### src/rtl/traffic_light_pkg.sv
// Shared types and constants for the traffic light controller and its monitor.
package traffic_light_pkg;

  typedef enum logic [1:0] {
    RED    = 2'd0,
    GREEN  = 2'd1,
    YELLOW = 2'd2
  } light_t;

  localparam logic [2:0] LIGHT_RED    = 3'b100;
  localparam logic [2:0] LIGHT_GREEN  = 3'b010;
  localparam logic [2:0] LIGHT_YELLOW = 3'b001;

  typedef enum logic [1:0] {
    IDLE  = 2'd0,
    SYNC  = 2'd1,
    TRACK = 2'd2
  } mon_state_t;

  typedef enum logic [2:0] {
    ERR_NONE        = 3'd0,
    ERR_ILLEGAL_ENC = 3'd1,
    ERR_BAD_SEQ     = 3'd2,
    ERR_SHORT_DWELL = 3'd3,
    ERR_LONG_DWELL  = 3'd4
  } err_code_t;

  localparam int unsigned DEF_RED_CYCLES    = 10;
  localparam int unsigned DEF_GREEN_CYCLES  = 10;
  localparam int unsigned DEF_YELLOW_CYCLES = 3;

  function automatic light_t next_phase(input light_t p);
    case (p)
      RED:     return GREEN;
      GREEN:   return YELLOW;
      YELLOW:  return RED;
      default: return RED;
    endcase
  endfunction

  function automatic logic is_legal(input logic [2:0] l);
    return (l == LIGHT_RED) || (l == LIGHT_GREEN) || (l == LIGHT_YELLOW);
  endfunction

  // Only meaningful for legal one-hot codes.
  function automatic light_t decode(input logic [2:0] l);
    case (l)
      LIGHT_GREEN:  return GREEN;
      LIGHT_YELLOW: return YELLOW;
      default:      return RED;
    endcase
  endfunction

endpackage

### src/rtl/tl_sat_counter.sv
// Saturating up-counter with synchronous clear; clear plus increment yields 1.
module tl_sat_counter #(
  parameter int unsigned W = 8
) (
  input  logic         clk,
  input  logic         rst,
  input  logic         inc,
  input  logic         clr,
  output logic [W-1:0] count
);

  // Count events, stick at all-ones, clear takes precedence over the old value.
  always_ff @(posedge clk or posedge rst) begin
    if (rst)
      count <= '0;
    else if (clr)
      count <= inc ? W'(1) : '0;
    else if (inc && (count != '1))
      count <= count + W'(1);
  end

endmodule

### src/rtl/traffic_light_monitor.sv
// Passive checker for the one-hot light bus: encoding, phase order and dwell time.
import traffic_light_pkg::*;

module traffic_light_monitor #(
  parameter int unsigned RED_CYCLES    = DEF_RED_CYCLES,
  parameter int unsigned GREEN_CYCLES  = DEF_GREEN_CYCLES,
  parameter int unsigned YELLOW_CYCLES = DEF_YELLOW_CYCLES,
  parameter int unsigned CNT_W         = 8,
  parameter int unsigned ERRCNT_W      = 8
) (
  input  logic                clk,
  input  logic                rst,
  input  logic                en,
  input  logic                clr_err,
  input  logic [2:0]          light_in,
  output logic                locked,
  output logic                err_pulse,
  output logic [2:0]          err_code,
  output logic [ERRCNT_W-1:0] err_count,
  output light_t              phase
);

  mon_state_t       state, state_n;
  logic [2:0]       prev_light;
  logic [CNT_W-1:0] dwell, dwell_n, expected;
  light_t           phase_n;
  logic             locked_n, err_n;
  err_code_t        code_n;
  logic             changed, new_legal, prev_legal, succ;

  // Required dwell for the phase currently being tracked.
  always_comb begin
    case (phase)
      GREEN:   expected = CNT_W'(GREEN_CYCLES);
      YELLOW:  expected = CNT_W'(YELLOW_CYCLES);
      default: expected = CNT_W'(RED_CYCLES);
    endcase
  end

  // Next-state, dwell tracking and violation classification.
  always_comb begin
    state_n    = state;
    dwell_n    = dwell;
    phase_n    = phase;
    locked_n   = locked;
    err_n      = 1'b0;
    code_n     = ERR_NONE;
    changed    = (light_in != prev_light);
    new_legal  = is_legal(light_in);
    prev_legal = is_legal(prev_light);
    succ       = new_legal && prev_legal &&
                 (decode(light_in) == next_phase(decode(prev_light)));

    if (!en) begin
      state_n  = IDLE;
      locked_n = 1'b0;
      dwell_n  = '0;
    end else begin
      case (state)
        IDLE: state_n = SYNC;
        SYNC: begin
          // Dwell is unknown here; a change from an illegal code is not a sequence error.
          if (changed) begin
            if (!new_legal) begin
              err_n  = 1'b1;
              code_n = ERR_ILLEGAL_ENC;
            end else if (prev_legal && !succ) begin
              err_n  = 1'b1;
              code_n = ERR_BAD_SEQ;
            end else if (succ) begin
              state_n  = TRACK;
              dwell_n  = CNT_W'(1);
              phase_n  = decode(light_in);
              locked_n = 1'b1;
            end
          end
        end
        TRACK: begin
          if (!changed) begin
            if (dwell == expected) begin
              err_n    = 1'b1;
              code_n   = ERR_LONG_DWELL;
              state_n  = SYNC;
              locked_n = 1'b0;
            end else begin
              dwell_n = dwell + CNT_W'(1);
            end
          end else begin
            if (!new_legal) begin
              err_n  = 1'b1;
              code_n = ERR_ILLEGAL_ENC;
            end else if (!succ) begin
              err_n  = 1'b1;
              code_n = ERR_BAD_SEQ;
            end else if (dwell < expected) begin
              err_n  = 1'b1;
              code_n = ERR_SHORT_DWELL;
            end
            if (err_n) begin
              state_n  = SYNC;
              locked_n = 1'b0;
            end else begin
              dwell_n = CNT_W'(1);
              phase_n = decode(light_in);
            end
          end
        end
        default: begin
          state_n  = IDLE;
          locked_n = 1'b0;
        end
      endcase
    end
  end

  // Registered state and outputs; prev_light always follows the bus.
  always_ff @(posedge clk or posedge rst) begin
    if (rst) begin
      state      <= IDLE;
      prev_light <= LIGHT_RED;
      dwell      <= '0;
      phase      <= RED;
      locked     <= 1'b0;
      err_pulse  <= 1'b0;
      err_code   <= ERR_NONE;
    end else begin
      state      <= state_n;
      prev_light <= light_in;
      dwell      <= dwell_n;
      phase      <= phase_n;
      locked     <= locked_n;
      err_pulse  <= err_n;
      if (err_n)
        err_code <= code_n;
    end
  end

  tl_sat_counter #(.W(ERRCNT_W)) u_err_cnt (
    .clk   (clk),
    .rst   (rst),
    .inc   (err_n),
    .clr   (clr_err),
    .count (err_count)
  );

endmodule

### config.mk
export PLATFORM = sky130hd
export DESIGN_NAME = traffic_light_monitor
export DESIGN_NICKNAME = d
export VERILOG_FILES = /design/src/rtl/traffic_light_pkg.sv /design/src/rtl/tl_sat_counter.sv /design/src/rtl/traffic_light_monitor.sv
export SDC_FILE = /design/constraint.sdc
export NUM_CORES = 1
export LEC_CHECK = 0
export ABC_AREA = 1
export CAP_MARGIN = 5
export CORE_UTILIZATION = 59
export DETAILED_ROUTE_END_ITERATION = 10
export DONT_BUFFER_PORTS = 1
export PLACE_DENSITY = 0.75
export SLEW_MARGIN = 20
export SYNTH_ARGS = -nofsm -noshare
export SYNTH_HDL_FRONTEND = slang
export SYNTH_SLANG_ARGS = --single-unit
### constraint.sdc
create_clock -name clk -period 2.05 [get_ports clk]
set_input_delay 0.205 -clock clk [delete_from_list [all_inputs] [get_ports clk]]
set_output_delay 0.205 -clock clk [all_outputs]
set_load 0.005 [all_outputs]
Yosys cells after proc, flatten, opt, wreduce, memory -nomap -nowiden
Cells that the tools add are included.

Register bits: 28. Input port bits: 7. Output and inout bits: 15. Word-level logic and storage cells: 122.

Add/sub/neg operators: 2. Magnitude comparators: 1. Equality and inequality tests: 30. Muxes and demuxes: 64. Reduce and logical (&&, ||, !) cells: 17.

Operator list (count): 8-bit 2-to-1 mux (10); 2-bit 2-to-1 mux (20); 1-bit 2-to-1 mux (21); 8-bit by 1-bit adder with 8-bit output (second input constant) (2); 4-bit inequality test (second input constant) (4); 2-bit case mux with 2 select lines (4); 8-bit case mux with 2 select lines (1); 2-bit inequality test (second input constant) (7); 7-bit AND reduction (2); 3-bit inequality test (second input constant) (4); 3-bit 2-to-1 mux (3); 8-bit == test (1); 8-bit less-than comparator (1); 8-bit inequality test (second input constant) (1); 8-bit AND reduction (1); 3-bit by 1-bit == test with 1-bit output (second input constant) (2); 3-bit by 2-bit == test with 1-bit output (second input constant) (2); 3-bit == test (second input constant) (2); 2-bit case mux with 3 select lines (1); 3-bit case mux with 2 select lines (1); 6-bit AND reduction (1); 2-bit by 1-bit == test with 1-bit output (second input constant) (2); 2-bit == test (second input constant) (2); 1-bit logical AND (4); 10 further kinds (15).

Logic depth before layout (Yosys ltp)
Gate-level depths: netlist of run 1.

Depth in word-level cells: 17. Gate-level depth with buffers: 15. Gate-level depth less buffers: 15.

Modules after synthesis
From an unflattened synthesis of run 1, not the netlist that was laid out.

Cells, all modules: 291. Area, all modules: 2033.2 µm².

Modules (own cells, without submodules): traffic_light_monitor (instances 1, cells an instance 221, area each 1536.5 µm², seq. area each 501.7 µm²); tl_sat_counter (instances 1, cells an instance 70, area each 496.7 µm², seq. area each 200.2 µm²).

Worst setup path after synthesis of run 1
Ideal clock, no wire load.

Kind: register -> register. Start: register prev_light[2]. End: register dwell[0]. Setup time: 120 ps. Data arrival time: 1540 ps. Required time: 1930 ps. Path slack: 390 ps. Stages on the path, launching flop included: 11. Buffers on the path: 1. Period minus slack after synthesis: 1660 ps. Cell sequence: dfstp_2 > inv_2 > nand3_2 > nand2_1 > nor2_1 > nor2_1 > nand3_1 > nand2_1 > o21ai_4 > buf_8 > a21oi_2.

Longest elaborated chain between the ends: 13. Elaborated cells between the ends (all ways): 29. Those cells by class: 11 x eq/ne; 10 x mux; 8 x reduce/logical.

RTL lines: start, declared (RTL line traffic_light_monitor.sv:24) `logic [2:0] prev_light;`; start signal, assigned (RTL line traffic_light_monitor.sv:128) `prev_light <= light_in;`; 3-bit by 1-bit == test with 1-bit output or 3-bit by 2-bit == test with 1-bit output (tied branches) (RTL line traffic_light_pkg.sv:42, traffic_light_pkg.sv:47); 2-bit case mux with 2 select lines (RTL line traffic_light_pkg.sv:47) `case (l)`; 2-bit by 1-bit == test with 1-bit output or 2-bit zero test (tied branches) (RTL line traffic_light_pkg.sv:33) `case (p)`; 2-bit case mux with 2 select lines (RTL line traffic_light_pkg.sv:33); 2-bit == test (RTL line traffic_light_monitor.sv:52) `(decode(light_in) == next_phase(decode(prev_light)));`; 1-bit logical AND (RTL line traffic_light_monitor.sv:51) `succ = new_legal && prev_legal &&`; 1-bit 2-to-1 mux (RTL line traffic_light_monitor.sv:92) `end else if (!succ) begin`; 1-bit 2-to-1 mux (RTL line traffic_light_monitor.sv:89) `if (!new_legal) begin`; 1-bit 2-to-1 mux (RTL line traffic_light_monitor.sv:79) `if (!changed) begin`; 1-bit 2-to-1 mux (RTL line traffic_light_monitor.sv:59) `case (state)`; 1-bit 2-to-1 mux (RTL line traffic_light_monitor.sv:54) `if (!en) begin`; 4-bit inequality test (no line); 7-bit AND reduction (no line); end signal, assigned (RTL line traffic_light_monitor.sv:129) `dwell <= dwell_n;`; end, declared (RTL line traffic_light_monitor.sv:25) `logic [CNT_W-1:0] dwell, dwell_n, expected;`.

Parallel ways exist; a longest one is shown, timed or not. The select of a mux whose other input is x is not followed. A chain may end at the register's enable or synchronous reset.

Worst setup path in the final report of run 1
Start: register prev_light[1]. End: register u_err_cnt.count[2].

Longest elaborated chain between the ends: 16. Elaborated cells between the ends (all ways): 28. Those cells by class: 6 x eq/ne; 13 x mux; 9 x reduce/logical.

RTL lines: 3-bit by 1-bit == test with 1-bit output or 3-bit by 2-bit == test with 1-bit output (tied branches) (RTL line traffic_light_pkg.sv:42, traffic_light_pkg.sv:47); 2-bit case mux with 2 select lines (RTL line traffic_light_pkg.sv:47); 2-bit by 1-bit == test with 1-bit output or 2-bit zero test (tied branches) (RTL line traffic_light_pkg.sv:33); 2-bit case mux with 2 select lines (RTL line traffic_light_pkg.sv:33); 2-bit == test (RTL line traffic_light_monitor.sv:52); 1-bit logical AND (RTL line traffic_light_monitor.sv:51); 1-bit 2-to-1 mux (RTL line traffic_light_monitor.sv:92); 1-bit 2-to-1 mux (RTL line traffic_light_monitor.sv:89); 1-bit 2-to-1 mux (RTL line traffic_light_monitor.sv:79); 1-bit 2-to-1 mux (RTL line traffic_light_monitor.sv:59); 1-bit 2-to-1 mux (RTL line traffic_light_monitor.sv:54); 1-bit 2-to-1 mux (RTL line traffic_light_monitor.sv:79); 1-bit case mux with 2 select lines (*) (RTL line traffic_light_monitor.sv:59); 1-bit 2-to-1 mux (*) (RTL line traffic_light_monitor.sv:54); 1-bit logical AND (*) (RTL line tl_sat_counter.sv:18) `else if (inc && (count != '1))`; 2-bit nonzero test (no line) (*); end signal, assigned (RTL line tl_sat_counter.sv:17) `count <= inc ? W'(1) : '0;`; end signal, assigned (RTL line tl_sat_counter.sv:19) `count <= count + W'(1);`; end, declared (RTL line tl_sat_counter.sv:9) `output logic [W-1:0] count`.

Mark *: on every way between the ends. The rest lies on a longest branch, timed or not. The select of a mux whose other input is x is not followed.

==> impl_metrics.py, run 1 <==
metrics = {
    "layout": {
        "n_antenna_cell": 0,
        "final_cells": 323,
        "nNetsFinal": 293,
        "drive_gt1_share_pct": 18.6,
        "syn2layout_area_growth_pct": 9.67,
        "final_area_sq_um": 2190,
    },
    "sta": {
        "whs_ns": 0.0109,
        "slew_violations": 0,
        "finalSetupTns_ns": 0,
        "hold_viol_final": 0,
        "fin_skew_ns": 0.00299,
        "tightest_slew_ns": 0.357,
        "relSlewSlack_pct": 76.2,
        "setup_viol": 0,
        "fin_crit_ns": 1.91,
        "max_freq_mhz": 524,
        "timing.final.crit_share_pct": 93.2,
    },
    "worst_setup_path": {
        "start_kind": "flop",
        "r2r_cells": 10,
        "reg2reg_setup_slack_ns": 0.14,
        "critPathCaptureType": "flop",
        "r2r-start": "prev_light[1]",
        "critPathLaunch": "prev_light[1]",
        "reg2reg_to": "u_err_cnt.count[2]",
        "criticalPathCategory": "reg -> reg",
        "cp.required_ns": 2.29,
        "cp_max_fo": 9,
        "worstPathArrival_ns": 2.15,
        "cp-endpoint": "u_err_cnt.count[2]",
    },
    "global_route": {
        "grt_busiest_layer": "met2",
        "grtUsageMet2_pct": 41.4,
        "grt_util_met3_pct": 2.81,
        "grt_pass1_wl_microns": 6910,
        "gr-usage-met1_pct": 34.1,
        "grt_overflow": 0,
        "track_usage_pct": 25.2,
        "grt_max_degree": 29,
        "grt_pass1_vias": 1608,
        "antenna_found_initial": 0,
    },
    "placed_design": {
        "io_buffers": 0,
        "gp_congestion": 0.973,
        "detailed_place_hpwl_microns": 2890,
        "dp.cells": 310,
        "place_area_sq_um": 2050,
    },
    "die": {
        "core.rowCount": 20,
        "die_h_microns": 60.1,
        "fp.dieW_microns": 60.1,
        "core_area_sq_um": 3130,
        "pin_count": 22,
        "initial_core_util_pct": 63.7,
        "dieArea_sq_um": 3610,
    },
    "outcome": {
        "status": "finished, final reports clean",
    },
    "drt": {
        "wl_per_cell_microns": 12.6,
        "via_count": 1721,
        "firstDrtPassIters": 4,
        "drc": 0,
        "antenna_violating_nets_post_route": 0,
        "post_drt_via_cell_ratio": 5.33,
        "wirelength_microns": 4080,
        "initialDrtViolationCount": 138,
    },
    "yosys": {
        "syn-num-nets": 280,
        "synth-seq-cells": 28,
        "synth_edf_count": 0,
        "netlist_instances": 267,
        "avgSynthCellArea_sq_um": 7.47,
        "synth_common_cells": "nand2_1, dfrtp_1, nand3_1, inv_1, nor2_1",
        "ys.warnings.count": 0,
        "yosysSeqAreaShare_pct": 35.2,
        "synth.cell_area_sq_um": 1990,
        "synth_top_cell_area_share_pct": 33.9,
        "synthDistinctLibCells": 34,
        "synthArstFlopShare_pct": 100,
        "synthTopCellsByArea": "dfrtp_1, nand2_1, nand3_1",
        "synth_most_common_cell": "nand2_1",
        "synth.largest_area_cell": "dfrtp_1",
        "ys.flop_type": "dfrtp_1",
    },
    "clock_network": {
        "cts_buffers": 3,
        "cts.sinks": 28,
        "htree_levels": 1,
        "clk_pin_slew_ns": 0.15,
        "cts_tree": "done",
        "worstSkewPairLatency_ns": 0.33,
        "root_buffer": "clkbuf_4",
        "clk_path_buf_depth": 2,
    },
    "run": {
        "drv_cap": 0,
    },
    "pwr": {
        "ir_drop_v": 0.000526,
        "p_per_area_nw_per_um2": 849,
        "p_leak_nw": 1.02,
    },
    "worst_hold_path": {
        "worstHoldPathType": "in -> reg",
    },
}
==> metrics by stage <==
step                      power, W  util, %  setup slack, ns
final                      0.00186     69.9            0.140
after global routing       0.00199     69.9          -0.0372
after CTS                  0.00175     68.2           0.0394
after detailed placement   0.00146     65.4            0.115
after global placement     0.00145     65.4            0.173
after floorplan            0.00135        -            0.390
==> report_power, final <==
group / internal, W / switching, W
combinational: 0.000318 / 0.000516
clock: 0.000109 / 0.000167
sequential: 0.000648 / 0.0000981
total: 0.00107 / 0.000781
==> worst min path at each step <==
| stage | from | endpoint | slack (ns) | depth (start not counted) |
|---|---|---|---|---|
| 2_1_floorplan | light_in[2] | prev_light[2] | 0.21 | 0 |
| 3_3_place_gp | rst | u_err_cnt.count[2] | 0.18 | 2 |
| 3_5_place_dp | rst | dwell[6] | 0.18 | 2 |
| 4_1_cts | clr_err | u_err_cnt.count[4] | 0.005 | 3 |
| 5_1_grt | en | dwell[2] | 0.01 | 2 |
| 6_report | clr_err | u_err_cnt.count[6] | 0.01 | 3 |
==> cells in the final DEF (no fill, tap or decap), types with 2 or more instances in the layout <==
master,instances
o21ai_0,7
nand3_1,26
o21ai_1,3
buf_4,6
nand2_2,5
or2_2,3
o21ai_2,8
dfrtp_1,27
nand2_4,2
inv_1,24
nor2_4,2
nor3_1,6
nor2_1,23
nand3_2,4
nand2_1,71
clkbuf_4,3
inv_2,7
nand4_1,7
a21oi_1,7
dlygate4sd3_1,5
xor2_1,7
ha_1,6
xnor2_1,6
==> registers in the layout, indices dropped and copies added, names as in the netlist <==
register,cells
err_pulse,1
err_code,3
u_err_cnt.count,8
phase,2
locked,1
dwell,8
state,2
prev_light,3
==> cell type report <==
class / instances / area [sq um]
clock buffers: 4 / 36.3
fillers: 274 / 942
inverters: 33 / 125
multi-input cells: 202 / 1150
flip-flops and latches: 28 / 702
well taps: 44 / 55.1
repair buffers: 12 / 115
==> critical path, stage by stage (launching register included) <==
cell     delay (ns)
dfrtp_1        0.46
xnor2_1        0.32
nand3_4        0.21
inv_2          0.14
nand2_1        0.07
nand3_1        0.15
nand2_4        0.10
nand4_4        0.14
nand2_4        0.10
nand2_1        0.08
nand2_1        0.04
==> what timing repair did <==
item / in CTS / in global routing
gates resized for setup: 0 / 1
hold endpoints to repair: 34 / 0
buffers inserted: 0 / 3
endpoints found under the setup margin: 0 / 9
hold buffers: 5 / 0
==> layer usage <==
layer | wire, microns | up-vias
met5 | 0 | -
met4 | 42 | 0
met3 | 156 | 6
met2 | 1950 | 41
met1 | 1930 | 786
li1 | - | 888
==> logic make-up (layout without fill, tap and decap cells) <==
kind of cell / Yosys count / after routing / share of synthesized area, %
compound gates: 29 / 29 / 10.2
buf+inv: 38 / 49 / 7.85
simple gates: 153 / 154 / 37.2
xor+xnor: 13 / 13 / 5.71
flops: 28 / 28 / 35.2
fa+ha+maj: 6 / 6 / 3.77
Note: power is estimated with default switching activity, not from simulation.
==> run 2: changes to the inputs <==
Settings changed: CORE_MARGIN from default to 5.
==> impl_metrics.py, run 2 (synthesis gave the netlist of run 1 again) <==
metrics = {
    "pwr": {
        "ir_drop_v": 0.000504,
        "p_per_area_nw_per_um2": 872,
        "p_leak_nw": 1.02,
    },
    "global_route": {
        "grt_max_degree": 29,
        "grt_pass1_vias": 1641,
        "grt_overflow": 0,
        "track_usage_pct": 19.8,
        "grt_pass1_wl_microns": 7110,
        "antenna_found_initial": 0,
    },
    "sta": {
        "timing.final.crit_share_pct": 90.5,
        "tightest_slew_ns": 0.366,
        "hold_viol_final": 0,
        "relSlewSlack_pct": 75.4,
        "finalSetupTns_ns": 0,
        "setup_slack_ns": 0.195,
        "rsz0062_at_grt": "false",
        "max_freq_mhz": 539,
        "fin_skew_ns": 0.0135,
        "slew_violations": 0,
        "fin_crit_ns": 1.86,
        "setup_viol": 0,
    },
    "drt": {
        "wl_met3_microns": 181,
        "post_drt_via_cell_ratio": 5.31,
        "initialDrtViolationCount": 100,
        "drc": 0,
        "via_count": 1722,
        "highest_layer": "met4",
        "wl_met2_microns": 2070,
        "antenna_violating_nets_post_route": 0,
        "wl_per_cell_microns": 12.9,
        "met1_length_microns": 1880,
        "wirelength_microns": 4190,
        "firstDrtPassIters": 4,
    },
    "clock_network": {
        "cts.sinks": 28,
        "cts_buffers": 3,
        "cts_tree": "done",
        "htree_levels": 1,
        "clk_path_buf_depth": 2,
        "clk_pin_slew_ns": 0.17,
        "worstSkewPairLatency_ns": 0.33,
        "root_buffer": "clkbuf_4",
    },
    "layout": {
        "utilization_pct": 65.9,
        "most-common-layout-cells": "nand2_1, dfrtp_1, nand3_1",
        "n_antenna_cell": 0,
        "layout_commonest_cell": "nand2_1",
        "largest_registers": "dwell (8), u_err_cnt.count (8)",
        "final_cells": 324,
        "syn2layout_area_growth_pct": 9.48,
        "nNetsFinal": 292,
        "drive_gt1_share_pct": 18.3,
    },
    "placed_design": {
        "io_buffers": 0,
        "detailed_place_hpwl_microns": 2930,
        "pre_cts_ws_ns": 0.0933,
        "gp_congestion": 0.837,
        "dp.cells": 311,
    },
    "worst_hold_path": {
        "worstHoldPathType": "in -> reg",
    },
    "worst_setup_path": {
        "criticalPathCategory": "reg -> reg",
        "critPathCaptureType": "flop",
        "cp.required_ns": 2.30,
        "start_kind": "flop",
        "cp_max_fo": 9,
        "worstPathArrival_ns": 2.10,
    },
    "die": {
        "fp.dieW_microns": 68.1,
        "core_area_sq_um": 3310,
        "dieArea_sq_um": 4640,
        "die_h_microns": 68.1,
        "pin_count": 22,
        "core.rowCount": 21,
        "initial_core_util_pct": 60.2,
    },
    "outcome": {
        "status": "finished, final reports clean",
    },
    "run": {
        "drv_cap": 0,
    },
}
[run 2: cell types whose count changed in the layout (fill, tap and decap cells not counted)]
cell           change
dlygate4sd3_1      +1
inv_2              +1
bufinv_16          +1
nand2_2            +1
buf_12             -1
nand2_4            -1
buf_4              -1
clkbuf_8           -1
inv_1              -1
[run 2: timing repair]
action / in CTS / in global routing
hold buffers: 5 / 1
hold endpoints to repair: 31 / 2
resized for setup: 0 / 1
setup endpoints to repair: 0 / 14
setup buffers: 0 / 2
[run 2: final timing paths]
check | slack [ns] | cells after the start | end | startpoint
max | 0.19 | 10 | u_err_cnt.count[3] | prev_light[1]
min | 0.002 | 3 | u_err_cnt.count[4] | clr_err
max reg2reg | 0.19 | 10 | u_err_cnt.count[3] | prev_light[1]
min reg2reg | 0.55 | 2 | err_code[1] | err_code[1]
max in group asynchronous | 1.39 | 3 | prev_light[2] | rst
min in group asynchronous | 0.35 | 3 | dwell[4] | rst
[run 2: routing by layer]
layer,global-route usage (%),up-vias
met3,4.11,6
met1,25.6,801
met4,5.96,0
met2,33.2,32
li1,-,883
met5,0,-
[run 2: report_power, final]
part           leakage [nW]  internal (W)  switching (W)
logic                 0.618      0.000279       0.000512
registers             0.372      0.000648      0.0000934
clock network        0.0279      0.000198       0.000174
[run 2: area by class of cell]
| type | instances | area, sq um |
|---|---|---|
| well taps | 46 | 57.6 |
| fillers | 318 | 1130 |
| multi-input cells | 202 | 1150 |
| repair buffers | 11 | 97.6 |
| inverters | 33 | 125 |
| flip-flops and latches | 28 | 702 |
| clock inverters | 1 | 30.0 |
| clock buffers | 3 | 22.5 |
[run 2: stage by stage]
stage	hold WS [ns]	cell area, sq um	total power (W)
final	0.00194	2180	0.00190
after global routing	0.00229	2180	0.00203
after CTS	0.00113	2140	0.00185
after detailed placement	0.188	2040	0.00147
after global placement	0.181	2040	0.00145
after floorplan	0.209	1990	0.00135
[run 2: worst max-delay path: stages, from the launching register on]
cell	delay, ns
dfrtp_1	0.47
xnor2_1	0.29
nand3_4	0.20
inv_2	0.13
nand2_1	0.07
nand3_1	0.11
nand2_2	0.12
nand4_4	0.15
nand2_4	0.10
nand2_1	0.08
nand2_1	0.05
==> run 3: changes to the inputs <==
Clock period 2.05 ns to 1.8 ns, I/O delays scaled along.
==> impl_metrics.py, run 3 (synthesis gave the netlist of run 1 again) <==
metrics = {
    "worst_setup_path": {
        "cp_max_fo": 8,
        "crit_path_frequent_cell": "nand3_2",
        "start_kind": "flop",
        "crit_chain": "inv_2 -> nand3_2 -> nand2_2 -> nor2_4 -> nor2_2 -> nand3_2 -> nand2_1 -> o21ai_4 -> clkbuf_16 -> o21ai_2",
        "critPathLaunch": "prev_light[2]",
        "cp.required_ns": 2.03,
        "worst-path-buf-inv": 2,
        "cpPeakStageDelay_ns": 0.58,
        "reg2reg_to": "dwell[4]",
        "reg2reg_setup_slack_ns": -0.02,
        "path_depth": 10,
        "criticalPathCategory": "reg -> reg",
        "slowest_stage": "dfstp_2",
        "r2r_cells": 10,
        "critPathCaptureType": "flop",
        "worst_path_dominant_cell_family": "flip-flops",
        "r2r-start": "prev_light[2]",
        "worstPathArrival_ns": 2.05,
    },
    "sta": {
        "relSlewSlack_pct": 75.2,
        "timing.final.crit_share_pct": 101,
        "setup_viol": 8,
        "fin_skew_ns": 0.00784,
        "setup_slack_ns": -0.0245,
        "rsz0062_at_grt": "true",
        "hold_viol_final": 0,
        "tightest_slew_ns": 0.372,
        "slew_violations": 0,
        "max_freq_mhz": 548,
        "fin_crit_ns": 1.82,
    },
    "global_route": {
        "grt_pass1_wl_microns": 7670,
        "grt_pass1_vias": 1740,
        "track_usage_pct": 21.3,
        "antenna_found_initial": 0,
        "grt_overflow": 0,
        "grt_max_degree": 29,
    },
    "worst_hold_path": {
        "worstHoldStart": "en",
        "whs_path_depth": 2,
        "holdPathEnd": "dwell[2]",
        "worstHoldPathType": "in -> reg",
    },
    "layout": {
        "largest_registers": "dwell (8), u_err_cnt.count (8)",
        "most-common-layout-cells": "nand2_1, dfrtp_1, nand3_1",
        "drive_gt1_share_pct": 31.0,
        "nNetsFinal": 311,
        "n_antenna_cell": 0,
        "utilization_pct": 73.9,
        "syn2layout_area_growth_pct": 22.7,
        "layout_commonest_cell": "nand2_1",
    },
    "run": {
        "drv_cap": 0,
    },
    "die": {
        "fp.dieW_microns": 68.1,
        "pin_count": 22,
        "core_area_sq_um": 3310,
        "dieArea_sq_um": 4640,
        "initial_core_util_pct": 60.2,
        "die_h_microns": 68.1,
        "core.rowCount": 21,
    },
    "clock_network": {
        "cts_tree": "done",
        "cts.sinks": 28,
        "clk_pin_slew_ns": 0.15,
        "htree_levels": 1,
        "clk_path_buf_depth": 2,
        "root_buffer": "clkbuf_4",
        "cts_buffers": 3,
        "worstSkewPairLatency_ns": 0.32,
    },
    "drt": {
        "antenna_violating_nets_post_route": 0,
        "firstDrtPassIters": 4,
        "wl_per_cell_microns": 13.8,
        "wirelength_microns": 4730,
        "via_count": 1842,
        "post_drt_via_cell_ratio": 5.37,
        "initialDrtViolationCount": 151,
        "drc": 0,
    },
    "pwr": {
        "ir_drop_v": 0.000592,
        "p_total_w": 0.00228,
        "p_leak_nw": 1.14,
        "p_per_area_nw_per_um2": 934,
    },
    "placed_design": {
        "detailed_place_hpwl_microns": 3170,
        "io_buffers": 0,
        "gp_congestion": 0.955,
        "pre_cts_ws_ns": 0.0311,
    },
    "outcome": {
        "status": "complete, but fails checks",
        "violations": "setup timing",
    },
}
-- run 3: cell count changes in the layout (fill, tap and decap cells not counted), moves of 2 or more --
cell / delta
nand3_1: -2
nand2_4: +2
nand2_2: +10
nand3_4: +2
xnor2_1: -2
dfrtp_1: -2
buf_4: +15
nor2_2: +3
nor2_1: -4
dfrtp_2: +2
nand2_1: -12
-- run 3: where the power goes --
group | leakage [nW] | internal (W) | switching (W)
Sequential | 0.370 | 0.000738 | 0.000101
Combinational | 0.752 | 0.000492 | 0.000681
Clock | 0.0150 | 0.0000867 | 0.000185
Total | 1.14 | 0.00132 | 0.000967
-- run 3: layout make-up --
| class | instances | area, sq um |
|---|---|---|
| well taps | 46 | 57.6 |
| inverters | 33 | 125 |
| repair buffers | 30 | 277 |
| clock buffers | 4 | 26.3 |
| multi-input cells | 202 | 1260 |
| fillers | 281 | 865 |
| flip-flops and latches | 28 | 704 |
-- run 3: metal layers --
layer / vias up / part of all wire (%) / track usage (%)
met5: - / 0 / 0
met4: 0 / 0.70 / 5.46
met3: 4 / 4.0 / 3.61
met2: 41 / 50 / 35.9
met1: 870 / 45 / 28.4
li1: 927 / - / -
-- run 3: worst max path at each step --
stage                                     to  slack (ns)
after global routing             err_code[2]       -0.15
final                               dwell[4]       -0.02
after detailed placement  u_err_cnt.count[6]        0.03
after CTS                 u_err_cnt.count[6]       0.003
after floorplan                     dwell[0]        0.14
after global placement              dwell[0]        0.05
-- run 3: worst register-to-register path, stage by stage (launching register included) --
cell and delay, ns:
dfstp_2 0.58, inv_2 0.07, nand3_2 0.08, nand2_2 0.07, nor2_4 0.13, nor2_2 0.06, nand3_2 0.08, nand2_1 0.13
o21ai_4 0.26, clkbuf_16 0.21, o21ai_2 0.06
-- run 3: through the flow --
step           cell area, sq um  hold slack [ns]  setup TNS, ns  cells
6_report                   2450           0.0152         -0.128    343
5_1_grt                    2450          0.00737          -2.47    343
4_1_cts                    2230          0.00381              0    332
3_5_place_dp               2130            0.165              0    321
3_3_place_gp               2130            0.162              0    321
2_1_floorplan              1990            0.184              0    267
-- run 3: timing repair --
item,4_1_cts,5_1_grt
endpoints found under the hold margin,37,3
gates cloned,1,1
endpoints found under the setup margin,1,23
gates resized for setup,1,32
buffers inserted,0,9
pin swaps,4,9
hold buffers,6,1
